### config.mk
export PLATFORM = sky130hd
export DESIGN_NAME = agc_loop_ctrl_flat
export DESIGN_NICKNAME = d
export VERILOG_FILES = /design/src/rtl/agc_loop_ctrl_pkg.sv /design/src/rtl/agc_loop_ctrl_if.sv /design/src/rtl/agc_loop_ctrl_gain_acc.sv /design/src/rtl/agc_loop_ctrl.sv /design/src/flat_wrapper.sv
export SDC_FILE = /design/constraint.sdc
export NUM_CORES = 1
export LEC_CHECK = 0
export CAP_MARGIN = 20
export CORE_ASPECT_RATIO = 1.2
export CORE_MARGIN = 2
export CORE_UTILIZATION = 55
export CTS_CLUSTER_SIZE = 40
export DETAILED_ROUTE_END_ITERATION = 8
export PLACE_DENSITY = 0.87
export SLEW_MARGIN = 20
export SYNTH_ARGS = -nofsm -noshare
export SYNTH_HDL_FRONTEND = slang
export SYNTH_HIERARCHICAL = 1
export SYNTH_SLANG_ARGS = --single-unit
export TNS_END_PERCENT = 1
### constraint.sdc
create_clock -name clk -period 6.1 [get_ports clk]
set_clock_uncertainty 0.05 [all_clocks]
set_input_delay 1.22 -clock clk [delete_from_list [all_inputs] [get_ports clk]]
set_output_delay 1.22 -clock clk [all_outputs]
set_load 0.005 [all_outputs]
### src/rtl/agc_loop_ctrl_pkg.sv
// Shared types and constants for the AGC loop controller and its power-estimator partner.
package agc_pkg;

  typedef enum logic [2:0] {
    ST_IDLE,
    ST_SETTLE,
    ST_TRIG,
    ST_WAIT,
    ST_UPDATE
  } agc_state_e;

  localparam int unsigned GAIN_W_DEF    = 8;
  localparam int unsigned ERR_W         = 10;
  localparam int unsigned FRAC_W        = 4;
  localparam int unsigned DB_W          = 9;
  localparam int unsigned SHIFT_ACQ_DEF = 1;
  localparam int unsigned SHIFT_TRK_DEF = 3;
  localparam int unsigned LOCK_N_DEF    = 4;
  localparam int unsigned TIMEOUT_DEF   = 16;
  localparam int unsigned PWR_EST_LAT   = 12;

  // Magnitude of a dB error; the operands are 9-bit unsigned so -e never overflows.
  function automatic logic [ERR_W-1:0] err_mag(input logic signed [ERR_W-1:0] e);
    logic [ERR_W-1:0] r;
    r = e[ERR_W-1] ? -e : e;
    return r;
  endfunction

endpackage

### src/rtl/agc_loop_ctrl_if.sv
// Measurement handshake with power_est plus gain/status outputs toward the tuner.
interface agc_loop_ctrl_if
  import agc_pkg::*;
#(
  parameter int unsigned GAIN_W = GAIN_W_DEF
);
  logic              log_start;
  logic [DB_W-1:0]   pwr_est_dB;
  logic              pwr_est_end;
  logic [GAIN_W-1:0] gain_code;
  logic              gain_vld;
  logic              agc_lock;
  logic              meas_timeout;

  modport master (
    output log_start, gain_code, gain_vld, agc_lock, meas_timeout,
    input  pwr_est_dB, pwr_est_end
  );

  modport slave (
    input  log_start, gain_code, gain_vld, agc_lock, meas_timeout,
    output pwr_est_dB, pwr_est_end
  );
endinterface

### src/rtl/agc_loop_ctrl_gain_acc.sv
// Gain accumulator: shifts the dB error, accumulates with clamping, registers gain_code/gain_vld.
module agc_gain_acc
  import agc_pkg::*;
#(
  parameter int unsigned GAIN_W    = GAIN_W_DEF,
  parameter int unsigned GAIN_INIT = 128,
  parameter int unsigned GAIN_MIN  = 0,
  parameter int unsigned GAIN_MAX  = 255,
  parameter int unsigned SHIFT_ACQ = SHIFT_ACQ_DEF,
  parameter int unsigned SHIFT_TRK = SHIFT_TRK_DEF
) (
  input  logic                    clk,
  input  logic                    reset,
  input  logic                    load_init,
  input  logic                    upd_en,
  input  logic                    trk,
  input  logic signed [ERR_W-1:0] err,
  output logic [GAIN_W-1:0]       gain_code,
  output logic                    gain_vld
);
  localparam int unsigned ACC_W = GAIN_W + FRAC_W;
  localparam int unsigned SUM_W = ACC_W + 2;
  localparam logic [ACC_W-1:0]        ACC_INIT = ACC_W'(GAIN_INIT * (2**FRAC_W));
  localparam logic signed [SUM_W-1:0] ACC_LO   = SUM_W'(GAIN_MIN * (2**FRAC_W));
  localparam logic signed [SUM_W-1:0] ACC_HI   = SUM_W'(GAIN_MAX * (2**FRAC_W) + (2**FRAC_W - 1));

  logic [ACC_W-1:0]        acc_q, acc_d;
  logic                    gain_vld_q;
  logic signed [ERR_W-1:0] step;
  logic signed [SUM_W-1:0] step_x, acc_x, sum, sat;

  always_comb begin
    step   = trk ? (err >>> SHIFT_TRK) : (err >>> SHIFT_ACQ);
    step_x = {{(SUM_W-ERR_W){step[ERR_W-1]}}, step};
    acc_x  = {2'b00, acc_q};
    sum    = acc_x + step_x;
    if (sum < ACC_LO)      sat = ACC_LO;
    else if (sum > ACC_HI) sat = ACC_HI;
    else                   sat = sum;

    acc_d = acc_q;
    if (load_init)   acc_d = ACC_INIT;
    else if (upd_en) acc_d = ACC_W'(sat);
  end

  always_ff @(posedge clk or posedge reset) begin
    if (reset) begin
      acc_q      <= ACC_INIT;
      gain_vld_q <= 1'b0;
    end else begin
      acc_q      <= acc_d;
      gain_vld_q <= (acc_d[ACC_W-1:FRAC_W] != acc_q[ACC_W-1:FRAC_W]);
    end
  end

  assign gain_code = acc_q[ACC_W-1:FRAC_W];
  assign gain_vld  = gain_vld_q;
endmodule

### src/rtl/agc_loop_ctrl.sv
// Closed-loop AGC sequencer: settle, trigger power_est, capture result, update gain, track lock.
module agc_loop_ctrl
  import agc_pkg::*;
#(
  parameter int unsigned GAIN_W    = GAIN_W_DEF,
  parameter int unsigned GAIN_INIT = 128,
  parameter int unsigned GAIN_MIN  = 0,
  parameter int unsigned GAIN_MAX  = 255,
  parameter int unsigned SHIFT_ACQ = SHIFT_ACQ_DEF,
  parameter int unsigned SHIFT_TRK = SHIFT_TRK_DEF,
  parameter int unsigned LOCK_N    = LOCK_N_DEF,
  parameter int unsigned TIMEOUT   = TIMEOUT_DEF
) (
  input  logic               clk,
  input  logic               reset,
  input  logic               agc_en,
  input  logic               agc_hold,
  input  logic [DB_W-1:0]    target_db,
  input  logic [15:0]        settle_len,
  input  logic [5:0]         deadband,
  agc_loop_ctrl_if.master    bus
);
  localparam int unsigned     LC_W    = $clog2(LOCK_N + 1);
  localparam int unsigned     TO_W    = $clog2(TIMEOUT + 1);
  localparam logic [LC_W-1:0] LC_MAX  = LC_W'(LOCK_N);
  localparam logic [TO_W-1:0] TO_LAST = TO_W'(TIMEOUT - 1);

  agc_state_e              state_q;
  logic [15:0]             settle_cnt_q;
  logic [TO_W-1:0]         to_cnt_q;
  logic [LC_W-1:0]         lock_cnt_q, lock_cnt_inc;
  logic                    agc_lock_q, log_start_q, meas_to_q;
  logic [DB_W-1:0]         pwr_q;
  logic [15:0]             settle_load;
  logic signed [ERR_W-1:0] err;
  logic [ERR_W-1:0]        err_abs;
  logic                    in_band, out_band;
  logic [GAIN_W-1:0]       gain_code_w;
  logic                    gain_vld_w;

  always_comb begin
    settle_load  = (settle_len == '0) ? 16'd1 : settle_len;
    err          = $signed({1'b0, target_db}) - $signed({1'b0, pwr_q});
    err_abs      = err_mag(err);
    in_band      = err_abs <= ERR_W'(deadband);
    out_band     = err_abs > ERR_W'({deadband, 1'b0});
    lock_cnt_inc = (lock_cnt_q == LC_MAX) ? lock_cnt_q : lock_cnt_q + LC_W'(1);
  end

  always_ff @(posedge clk or posedge reset) begin
    if (reset) begin
      state_q      <= ST_IDLE;
      settle_cnt_q <= '0;
      to_cnt_q     <= '0;
      lock_cnt_q   <= '0;
      agc_lock_q   <= 1'b0;
      log_start_q  <= 1'b0;
      meas_to_q    <= 1'b0;
      pwr_q        <= '0;
    end else begin
      log_start_q <= 1'b0;
      meas_to_q   <= 1'b0;
      if (!agc_en) begin
        state_q    <= ST_IDLE;
        lock_cnt_q <= '0;
        agc_lock_q <= 1'b0;
      end else begin
        unique case (state_q)
          ST_IDLE: begin
            settle_cnt_q <= settle_load;
            state_q      <= ST_SETTLE;
          end
          ST_SETTLE: begin
            settle_cnt_q <= settle_cnt_q - 16'd1;
            if (settle_cnt_q <= 16'd1) begin
              log_start_q <= 1'b1;
              state_q     <= ST_TRIG;
            end
          end
          ST_TRIG: begin
            // Counting from 1 makes expiry land TIMEOUT cycles after the log_start cycle.
            to_cnt_q <= TO_W'(1);
            state_q  <= ST_WAIT;
          end
          ST_WAIT: begin
            if (bus.pwr_est_end) begin
              pwr_q   <= bus.pwr_est_dB;
              state_q <= ST_UPDATE;
            end else if (to_cnt_q >= TO_LAST) begin
              meas_to_q    <= 1'b1;
              settle_cnt_q <= settle_load;
              state_q      <= ST_SETTLE;
            end else begin
              to_cnt_q <= to_cnt_q + TO_W'(1);
            end
          end
          ST_UPDATE: begin
            if (in_band) begin
              lock_cnt_q <= lock_cnt_inc;
              if (lock_cnt_inc == LC_MAX) agc_lock_q <= 1'b1;
            end else if (out_band) begin
              lock_cnt_q <= '0;
              agc_lock_q <= 1'b0;
            end
            settle_cnt_q <= settle_load;
            state_q      <= ST_SETTLE;
          end
          default: state_q <= ST_IDLE;
        endcase
      end
    end
  end

  agc_gain_acc #(
    .GAIN_W   (GAIN_W),
    .GAIN_INIT(GAIN_INIT),
    .GAIN_MIN (GAIN_MIN),
    .GAIN_MAX (GAIN_MAX),
    .SHIFT_ACQ(SHIFT_ACQ),
    .SHIFT_TRK(SHIFT_TRK)
  ) u_gain_acc (
    .clk      (clk),
    .reset    (reset),
    .load_init((state_q == ST_IDLE) && agc_en),
    .upd_en   ((state_q == ST_UPDATE) && agc_en && !agc_hold),
    .trk      (agc_lock_q),
    .err      (err),
    .gain_code(gain_code_w),
    .gain_vld (gain_vld_w)
  );

  assign bus.log_start    = log_start_q;
  assign bus.gain_code    = gain_code_w;
  assign bus.gain_vld     = gain_vld_w;
  assign bus.agc_lock     = agc_lock_q;
  assign bus.meas_timeout = meas_to_q;
endmodule
### src/flat_wrapper.sv
// flat-port wrapper written by rule: the top's interface ports become plain ports
module agc_loop_ctrl_flat import agc_pkg::*;
#(
  parameter int unsigned GAIN_W    = GAIN_W_DEF,
  parameter int unsigned GAIN_INIT = 128,
  parameter int unsigned GAIN_MIN  = 0,
  parameter int unsigned GAIN_MAX  = 255,
  parameter int unsigned SHIFT_ACQ = SHIFT_ACQ_DEF,
  parameter int unsigned SHIFT_TRK = SHIFT_TRK_DEF,
  parameter int unsigned LOCK_N    = LOCK_N_DEF,
  parameter int unsigned TIMEOUT   = TIMEOUT_DEF
)
  (clk, reset, agc_en, agc_hold, target_db, settle_len, deadband, bus_log_start, bus_gain_code, bus_gain_vld, bus_agc_lock, bus_meas_timeout, bus_pwr_est_dB, bus_pwr_est_end);
  agc_loop_ctrl_if #(.GAIN_W(GAIN_W)) bus_i ();
  input  logic clk;
  input  logic reset;
  input  logic agc_en;
  input  logic agc_hold;
  input  logic [DB_W-1:0] target_db;
  input  logic [15:0] settle_len;
  input  logic [5:0] deadband;
  output wire logic [$bits(bus_i.log_start)-1:0] bus_log_start;
  output wire logic [$bits(bus_i.gain_code)-1:0] bus_gain_code;
  output wire logic [$bits(bus_i.gain_vld)-1:0] bus_gain_vld;
  output wire logic [$bits(bus_i.agc_lock)-1:0] bus_agc_lock;
  output wire logic [$bits(bus_i.meas_timeout)-1:0] bus_meas_timeout;
  input wire logic [$bits(bus_i.pwr_est_dB)-1:0] bus_pwr_est_dB;
  input wire logic [$bits(bus_i.pwr_est_end)-1:0] bus_pwr_est_end;
  assign bus_log_start = bus_i.log_start;
  assign bus_gain_code = bus_i.gain_code;
  assign bus_gain_vld = bus_i.gain_vld;
  assign bus_agc_lock = bus_i.agc_lock;
  assign bus_meas_timeout = bus_i.meas_timeout;
  assign bus_i.pwr_est_dB = bus_pwr_est_dB;
  assign bus_i.pwr_est_end = bus_pwr_est_end;
  agc_loop_ctrl #(.GAIN_W(GAIN_W), .GAIN_INIT(GAIN_INIT), .GAIN_MIN(GAIN_MIN), .GAIN_MAX(GAIN_MAX), .SHIFT_ACQ(SHIFT_ACQ), .SHIFT_TRK(SHIFT_TRK), .LOCK_N(LOCK_N), .TIMEOUT(TIMEOUT)) u_core (.clk(clk), .reset(reset), .agc_en(agc_en), .agc_hold(agc_hold), .target_db(target_db), .settle_len(settle_len), .deadband(deadband), .bus(bus_i));
endmodule
* After elaboration in Yosys (flattened, before gate mapping)
Index checks and enable logic that the tools add are counted.
** Operators by class
- $add $sub $neg :: 6
- Magnitude comparators :: 6
- Eq/ne operators :: 15
- Mux-type cells :: 35
- Reductions and logical operators :: 16
** Operators by type and width (number)
- 12-bit two-way mux :: 4
- 16-bit two-way mux :: 3
- 16-bit case mux with 3 select lines :: 1
- 3-bit two-way mux :: 9
- 16-bit by 1-bit less-or-equal comparator with 1-bit output, second input constant :: 1
- 16-bit logical NOT :: 1
- 16-bit by 1-bit subtractor with 16-bit output, second input constant :: 1
- 13-bit by 9-bit adder with 14-bit output :: 1
- 14-bit by 13-bit > comparator with 1-bit output, second input constant :: 1
- 14-bit by 1-bit < comparator with 1-bit output, second input constant :: 1
- 1-bit two-way mux :: 12
- 3-bit case mux with 4 select lines :: 1
- 10-bit by 7-bit > comparator with 1-bit output :: 1
- 10-bit by 6-bit less-or-equal comparator with 1-bit output :: 1
- 10-bit two-way mux :: 1
- 5-bit two-way mux :: 2
- 10-bit negation :: 1
- 5-bit case mux with 2 select lines :: 1
- 9-bit by 9-bit subtractor with 10-bit output :: 1
- 3-bit == test, second input constant :: 3
- 8-bit two-way mux :: 1
- 8-bit != test :: 1
- 4-bit AND reduction :: 2
- 3-bit by 2-bit == test with 1-bit output, second input constant :: 2
- 18 further kinds :: 25
** Storage, ports and cells
- Register bits after elaboration :: 52
- Bits of input ports :: 45
- Output and inout port bits :: 12
- Logic and storage cells :: 89

* Longest topological paths before layout
Gate-level depths: netlist of the first run.
- Depth after elaboration :: 9
- Depth in mapped cells :: 21
- Mapped depth without buffers :: 19

* Hierarchy
Netlist of the first run, hierarchy kept.
** By module, submodules not included
- agc_loop_ctrl :: times used 1, cells an instance 384, area an instance 3136.8 sq um, sequential area each 975.9 sq um
- agc_gain_acc :: times used 1, cells an instance 196, area an instance 1687.9 sq um, sequential area each 326.6 sq um

* Least setup slack after synthesis of the first run
OpenSTA, ideal clock, no wires.
- Path type :: input to register
- From :: input target_db[0]
- To :: register u_core.u_gain_acc.gain_vld_q (netlist: u_core/u_gain_acc/gain_vld)
- Library setup time :: 138 ps
- Arrival :: 4680 ps
- Data required time :: 5912 ps
- Setup slack :: 1233 ps
- Cell stages on the path :: 18
- Path buffers :: 0
- Cells stage by stage :: inv_1 -> ha_1 -> fa_1 -> nand2b_1 -> a21o_1 -> a32oi_1 -> xor2_1 -> mux2_2 -> ha_1 -> a2111oi_2 -> o21ai_2 -> and2_4 -> a31oi_4 -> xor2_2 -> o2111ai_1 -> o41ai_2 -> a2111oi_2 -> nand4_1
** Between the ends
- Cells in the longest elaborated chain, start to end :: 9
- Elaborated cells on any way between the ends :: 10
- Those cells by class :: add/sub (2); order compare (2); eq/ne (1); mux (5)
** Ends and longest elaborated chain
- start, declared :: line flat_wrapper.sv:19 : input logic [DB_W-1:0] target_db;
- 9-bit by 9-bit subtractor with 10-bit output (*) :: line agc_loop_ctrl.sv:43 : err = $signed({1'b0, target_db}) - $signed({1'b0, pwr_q});
- via u_core.err[8] :: line agc_loop_ctrl.sv:35 : logic signed [ERR_W-1:0] err;
- 8-bit two-way mux (*) :: line agc_loop_ctrl_gain_acc.sv:33 : step = trk ? (err >>> SHIFT_TRK) : (err >>> SHIFT_ACQ);
- 13-bit by 9-bit adder with 14-bit output (*) :: line agc_loop_ctrl_gain_acc.sv:36 : sum = acc_x + step_x;
- 14-bit by 13-bit > comparator with 1-bit output :: line agc_loop_ctrl_gain_acc.sv:38 : else if (sum > ACC_HI) sat = ACC_HI;
- 12-bit two-way mux :: line agc_loop_ctrl_gain_acc.sv:38
- 12-bit two-way mux (*) :: line agc_loop_ctrl_gain_acc.sv:37 : if (sum < ACC_LO) sat = ACC_LO;
- 12-bit two-way mux (*) :: line agc_loop_ctrl_gain_acc.sv:43 : else if (upd_en) acc_d = ACC_W'(sat);
- 12-bit two-way mux (*) :: line agc_loop_ctrl_gain_acc.sv:42 : if (load_init) acc_d = ACC_INIT;
- 8-bit != test (*) :: line agc_loop_ctrl_gain_acc.sv:52 : gain_vld_q <= (acc_d[ACC_W-1:FRAC_W] != acc_q[ACC_W-1:FRAC_W]);
- end signal, assigned :: line agc_loop_ctrl_gain_acc.sv:52
- end, declared :: line agc_loop_ctrl_gain_acc.sv:28 : logic gain_vld_q;
The timed path passes the listed nets; every way through them passes the cells marked *. The select of a mux whose other input is x is not followed.
A chain may end at the register's enable or synchronous reset.

* Final worst setup path of the first run
Same ends and word-level chain as after synthesis.

==> results of run 1 <==
[flip-flops by register name, summed over array words and instances (netlist names)]
name,flops
u_core/bus.agc_lock,1
u_core/bus.log_start,1
u_core/bus.meas_timeout,1
u_core/lock_cnt_q,3
u_core/pwr_q,9
u_core/settle_cnt_q,16
u_core/state_q,3
u_core/to_cnt_q,5
u_core/u_gain_acc/acc_q,12
u_core/u_gain_acc/gain_vld,1
[power by group through the flow]
stage          Clock (mW)  Sequential [mW]  Combinational, mW
2_1_floorplan           0            0.387              0.269
3_3_place_gp            0            0.393              0.349
3_5_place_dp            0            0.394              0.365
4_1_cts             0.206            0.388              0.366
5_1_grt             0.220            0.392              0.414
6_report            0.200            0.389              0.372
[worst max path at each step]
stage / end / slack [ps] / cells after the start
floorplan: u_core/u_gain_acc/gain_vld / 1230 / 18
finish: u_core/u_gain_acc/gain_vld / 570 / 20
global placement: u_core/u_gain_acc/gain_vld / 530 / 20
detailed placement: u_core/u_gain_acc/gain_vld / 320 / 20
CTS: u_core/u_gain_acc/gain_vld / 650 / 20
global route: u_core/u_gain_acc/gain_vld / 240 / 19
[worst reg2reg max path, delay by kind of cell (launching register included)]
| family | cells | cell delay [ps] |
|---|---|---|
| DFF | 1 | 400 |
| adders and majority gates | 3 | 950 |
| xor gates and xnor gates | 1 | 380 |
| and+or+nand+nor | 4 | 720 |
| AOI/OAI and AO/OA | 9 | 1820 |
| buffers and inverters | 1 | 70 |
[metal layers]
layer / track usage (%) / vias up
met3: 2.64 / 32
met4: 8.96 / 0
met5: 0 / -
met2: 44.3 / 156
li1: - / 2188
met1: 30.2 / 2127
[layout make-up]
class                           count  area [um2]  area share, %
Multi-Input combinational cell    452        3210           57.9
Inverter                           53         201           3.64
Sequential cell                    52        1300           23.5
Tap cell                          117         146           2.65
Clock inverter                      2        13.8          0.249
Clock buffer                        6        72.6           1.31
Timing Repair Buffer               59         591           10.7
[stage by stage]
stage	instances	hold WS [ps]	utilization, %	total power, mW
2_1_floorplan	579	395	-	0.656
3_3_place_gp	732	410	63.3	0.742
3_5_place_dp	732	437	63.3	0.759
4_1_cts	740	459	64.4	0.960
5_1_grt	741	478	64.6	1.03
6_report	741	457	64.6	0.961
[placed cells by master, fill, tap and decap left out, types with 7 or more instances in the layout]
master            n
mux2_2           14
a22oi_1           7
clkdlybuf4s50_1  56
xnor2_1          11
ha_1             41
nand3_1          17
a21oi_1          40
xor2_1            8
dfrtp_1          51
nor4_1            8
a211oi_1         13
nand2b_1          9
inv_1            52
nor3_1           13
o21ai_1          18
nor2_1           55
nand2_1          39
a21o_1           11
o21ai_0          30
==> impl_metrics.py, run 1 <==
metrics = {
    "routing": {
        "vias_per_cell": 6.08,
        "dr_total_vias": 4503,
        "met2_length_um": 5900,
        "drtPass1Iterations": 5,
        "routedWlPerCell_um": 15.3,
        "wl_met1_um": 4650,
        "route.detailed.drc": 0,
        "top_layer": "met4",
        "postRouteAntennaNets": 0,
        "dr_wl_met3_um": 456,
        "drt_first_iter_violations": 235,
        "drt_wl_total_um": 11400,
    },
    "timing": {
        "period_needed_ps": 5530,
        "worstMarginPinSlew_ps": 850,
        "setup_tns_ps": 0,
        "slew_headroom_pct": 42.9,
        "max_clock_freq_mhz": 181,
        "hold_viol": 0,
        "fin_ws_ps": 571,
        "finalCritPeriodShare_pct": 90.6,
        "finalSetupViolCount": 0,
        "rsz0062_at_grt": "false",
        "drv_slew": 0,
    },
    "die": {
        "io_pins": 57,
        "die_w_um": 89.5,
        "start_util_pct": 56.3,
        "die_h_um": 107,
        "fp-row-count": 37,
        "fp.dieArea_mm2": 0.00953,
        "fp.coreArea_mm2": 0.00856,
    },
    "power_and_ir_drop": {
        "p_per_area_mw_per_mm2": 174,
        "clkPwrFrac_pct": 20.8,
        "p_int_mw": 0.609,
        "power_switching_share_pct": 36.6,
        "seqPwrFrac_pct": 40.4,
        "worst_ir_drop_vdd_uv": 125,
        "p_sw_mw": 0.352,
        "p_leak_nw": 2.43,
        "power_frac_comb_pct": 38.7,
    },
    "cts": {
        "clockRootBuffer": "clkbuf_8",
        "cts_made_buffers": 5,
        "htreeDepth": 2,
        "cts_sinks": 52,
        "clockBufferDepth": 2,
        "path_clk_slew_ps": 100,
        "tritoncts": "built",
        "postCtsSetupRepairBufs": 0,
        "post_cts_resized": 0,
        "clock_latency_ps": 310,
        "ctsHoldBuffers": 0,
    },
    "worst_setup_path": {
        "start_kind": "input port",
        "crit_required_ps": 6220,
        "r2r_end": "u_core/u_gain_acc/gain_vld",
        "cp_cell_sequence": "clkdlybuf4s50_1, inv_1, ha_1, fa_1, nand2b_1, a21o_1, a32oi_1, xor2_1, inv_1, o21ai_0, ha_1, a21oi_2, nand2_2, o21ai_2, a21o_1, a211oi_1, o21ai_1, o22ai_1, nor4b_2, nand4_1",
        "cp-end-kind": "flop",
        "worstPathArrival_ps": 5650,
        "slowest_delay_ps": 460,
        "cp_top_family": "compound AO/OA/AOI/OAI gates",
        "r2r_cells": 18,
        "worstSetupStartpoint": "target_db[0]",
        "rrSetupSlack_ps": 1590,
        "reg2reg_from": "u_core/pwr_q[0]",
        "cp_num_buf_inv": 3,
        "crit_fanout": 6,
        "worst_path_max_delay_cell": "clkdlybuf4s50_1",
        "critPathKind": "input port to flop",
    },
    "grt": {
        "antenna_found_initial": 0,
        "grt_pass1_wl_um": 19300,
        "grt_pass1_vias": 4403,
        "overflow": 0,
        "grt_max_degree": 40,
        "grt_usage_pct": 24.8,
    },
    "placement": {
        "dp_worst_setup_slack_ps": 318,
        "io_buffer_count": 56,
        "gp_congestion": 1.02,
        "dp_hpwl_um": 9010,
        "dpl_cell_area_mm2": 0.00543,
    },
    "cells_and_area": {
        "syn_to_final_growth_pct": 14.8,
        "fillCellCount": 678,
        "drive_above_1_share_pct": 11.2,
        "final_nets": 711,
        "antenna_cells": 0,
        "fin_area_mm2": 0.00553,
    },
    "synth": {
        "synthCells": 579,
        "avgSynthCellArea_um2": 8.33,
        "syn_area_mm2": 0.00482,
        "syn-num-nets": 667,
        "yosysWarnings": 6,
    },
    "min_path": {
        "hold_path_class": "flop to flop",
        "min_from": "u_core/u_gain_acc/acc_q[2]",
        "holdPathEnd": "u_core/u_gain_acc/acc_q[2]",
        "hold_path_depth": 2,
    },
    "run": {
        "max_cap_violations": 0,
    },
    "status": {
        "status": "finished clean",
    },
}
Note: power is estimated with default switching activity, not from simulation.
==> run 2, diff against run 1 <==
--- a/config.mk
+++ b/config.mk
@@ -6,7 +6,6 @@
 export NUM_CORES = 1
 export LEC_CHECK = 0
 export CAP_MARGIN = 20
-export CORE_ASPECT_RATIO = 1.2
 export CORE_MARGIN = 2
 export CORE_UTILIZATION = 55
 export CTS_CLUSTER_SIZE = 40
==> run 2 against run 1 <==
Effect of this change:
- first-iteration DRC count increased by 12%
- combinational power barely moved
- setup slack improved by 36 ps
- global-route usage down 0.42 points
- count of clock-buffer cells in the layout unchanged
- cell area is 0.34% lower
- sequential cell count did not move
- hold slack got worse by 15 ps
- sequential power about the same
- total power rose by 0.13%
- non-clock buffer count unchanged
==> impl_metrics.py, run 2 (same netlist as run 1, synthesis figures left out) <==
metrics = {
    "power_and_ir_drop": {
        "p_per_area_mw_per_mm2": 174,
        "worst_ir_drop_vdd_uv": 110,
        "p_leak_nw": 2.43,
    },
    "cells_and_area": {
        "drive_above_1_share_pct": 11.2,
        "fin_area_mm2": 0.00552,
        "fillCellCount": 728,
        "biggestRegsByFlops": "u_core/settle_cnt_q: 16 flops, u_core/u_gain_acc/acc_q: 12 flops, u_core/pwr_q: 9 flops",
        "top_register": "u_core/settle_cnt_q",
        "final_nets": 711,
        "final_common_cell": "clkdlybuf4s50_1",
        "final_cell_mix": "clkdlybuf4s50_1 (56), nor2_1 (55), inv_1 (52)",
        "largest_reg_flops": 16,
        "syn_to_final_growth_pct": 14.4,
        "antenna_cells": 0,
    },
    "placement": {
        "io_buffer_count": 56,
        "dp_hpwl_um": 9070,
        "gp_congestion": 1.02,
        "dpl_cell_area_mm2": 0.00542,
    },
    "cts": {
        "clock_latency_ps": 310,
        "postCtsSetupRepairBufs": 0,
        "ctsHoldBuffers": 0,
        "clockRootBuffer": "clkbuf_8",
        "clockBufferDepth": 2,
        "post_cts_resized": 0,
        "tritoncts": "built",
        "cts_made_buffers": 5,
        "cts_sinks": 52,
        "htreeDepth": 2,
        "path_clk_slew_ps": 100,
    },
    "routing": {
        "drt_first_iter_violations": 264,
        "dr_total_vias": 4462,
        "top_layer": "met4",
        "route.detailed.drc": 0,
        "dr_wl_met3_um": 418,
        "wl_met1_um": 5010,
        "drtPass1Iterations": 4,
        "drt_wl_total_um": 11400,
        "postRouteAntennaNets": 0,
        "vias_per_cell": 6.10,
        "routedWlPerCell_um": 15.6,
        "met2_length_um": 5750,
    },
    "timing": {
        "max_clock_freq_mhz": 182,
        "slew_headroom_pct": 31.7,
        "finalSetupViolCount": 0,
        "finalCritPeriodShare_pct": 90.0,
        "setup_tns_ps": 0,
        "hold_viol": 0,
        "rsz0062_at_grt": "false",
        "drv_slew": 0,
        "period_needed_ps": 5490,
        "worstMarginPinSlew_ps": 1020,
    },
    "die": {
        "die_h_um": 97.6,
        "fp-row-count": 34,
        "fp.coreArea_mm2": 0.00859,
        "io_pins": 57,
        "fp.dieArea_mm2": 0.00953,
        "start_util_pct": 56.1,
        "die_w_um": 97.6,
    },
    "worst_setup_path": {
        "slowest_delay_ps": 450,
        "cp-end-kind": "flop",
        "crit_required_ps": 6230,
        "worst_path_max_delay_cell": "clkdlybuf4s50_1",
        "critPathKind": "input port to flop",
        "cp_cell_sequence": "clkdlybuf4s50_1, inv_1, ha_1, fa_1, nand2b_1, a21o_1, a32oi_1, xor2_1, inv_1, o21ai_0, ha_1, a21oi_2, nand2_2, o21ai_2, a21o_1, a211oi_1, o21ai_1, o22ai_1, nor4b_2, nand4_1",
        "rrSetupSlack_ps": 1630,
        "start_kind": "input port",
        "worstPathArrival_ps": 5620,
        "crit_fanout": 6,
    },
    "grt": {
        "grt_usage_pct": 24.4,
        "antenna_found_initial": 0,
        "grt_pass1_wl_um": 19700,
        "grt_max_degree": 35,
        "overflow": 0,
        "grt_pass1_vias": 4462,
    },
    "status": {
        "status": "finished clean",
    },
    "min_path": {
        "hold_path_class": "flop to flop",
    },
    "run": {
        "max_cap_violations": 0,
    },
}
[run 2: cell counts in the layout (fill, tap and decap cells not counted)]
Identical to the previous run, type by type.
[run 2: per-stage QoR]
step	setup slack, ps	std cells	power [mW]	util [%]	hold slack [ps]
2_1_floorplan	1230	579	0.656	-	395
3_3_place_gp	538	724	0.741	63.1	410
3_5_place_dp	312	724	0.761	63.1	424
4_1_cts	652	732	0.964	64.1	445
5_1_grt	318	732	1.03	64.2	464
6_report	608	732	0.962	64.2	442
[run 2: final timing paths]
kind	from	end	cells past startpoint
setup / recovery	target_db[0]	u_core/u_gain_acc/gain_vld	20
hold / removal	u_core/u_gain_acc/acc_q[0]	u_core/u_gain_acc/acc_q[0]	2
setup reg to reg	u_core/pwr_q[0]	u_core/u_gain_acc/gain_vld	18
hold reg to reg	u_core/u_gain_acc/acc_q[0]	u_core/u_gain_acc/acc_q[0]	2
max in group asynchronous	reset	u_core/bus.agc_lock	3
min in group asynchronous	reset	u_core/u_gain_acc/acc_q[5]	2
[run 2: cell type report]
type                       instances  area [um2]  area share (%)
clock buffer                       6        72.6            1.32
sequential                        52        1300            23.6
clock inverter                     2        13.8           0.250
timing repair buffer              59         583            10.6
inverter                          53         201            3.65
multi-input combinational        452        3210            58.1
tap                              108         135            2.45
[run 2: critical path, delay by kind of cell]
kind	cells	cell delay, ps
AO/OA/AOI/OAI	9	1800
XOR/XNOR	1	370
buffers and inverters	3	560
AND/OR/NAND/NOR	4	700
adder cells (fa/ha/maj)	3	980
[run 2: per-layer routing]
layer,vias to the layer above,track usage [%]
met2,115,43.6
met4,0,7.80
li1,2185,-
met1,2138,30.4
met3,24,3.31
met5,-,0
[run 2: where the power goes]
| part | leakage, nW | total [mW] | switching, mW | internal [mW] |
|---|---|---|---|---|
| logic | 1.70 | 0.374 | 0.213 | 0.160 |
| clock network | 0.0456 | 0.200 | 0.118 | 0.0821 |
| registers | 0.682 | 0.389 | 0.0220 | 0.367 |
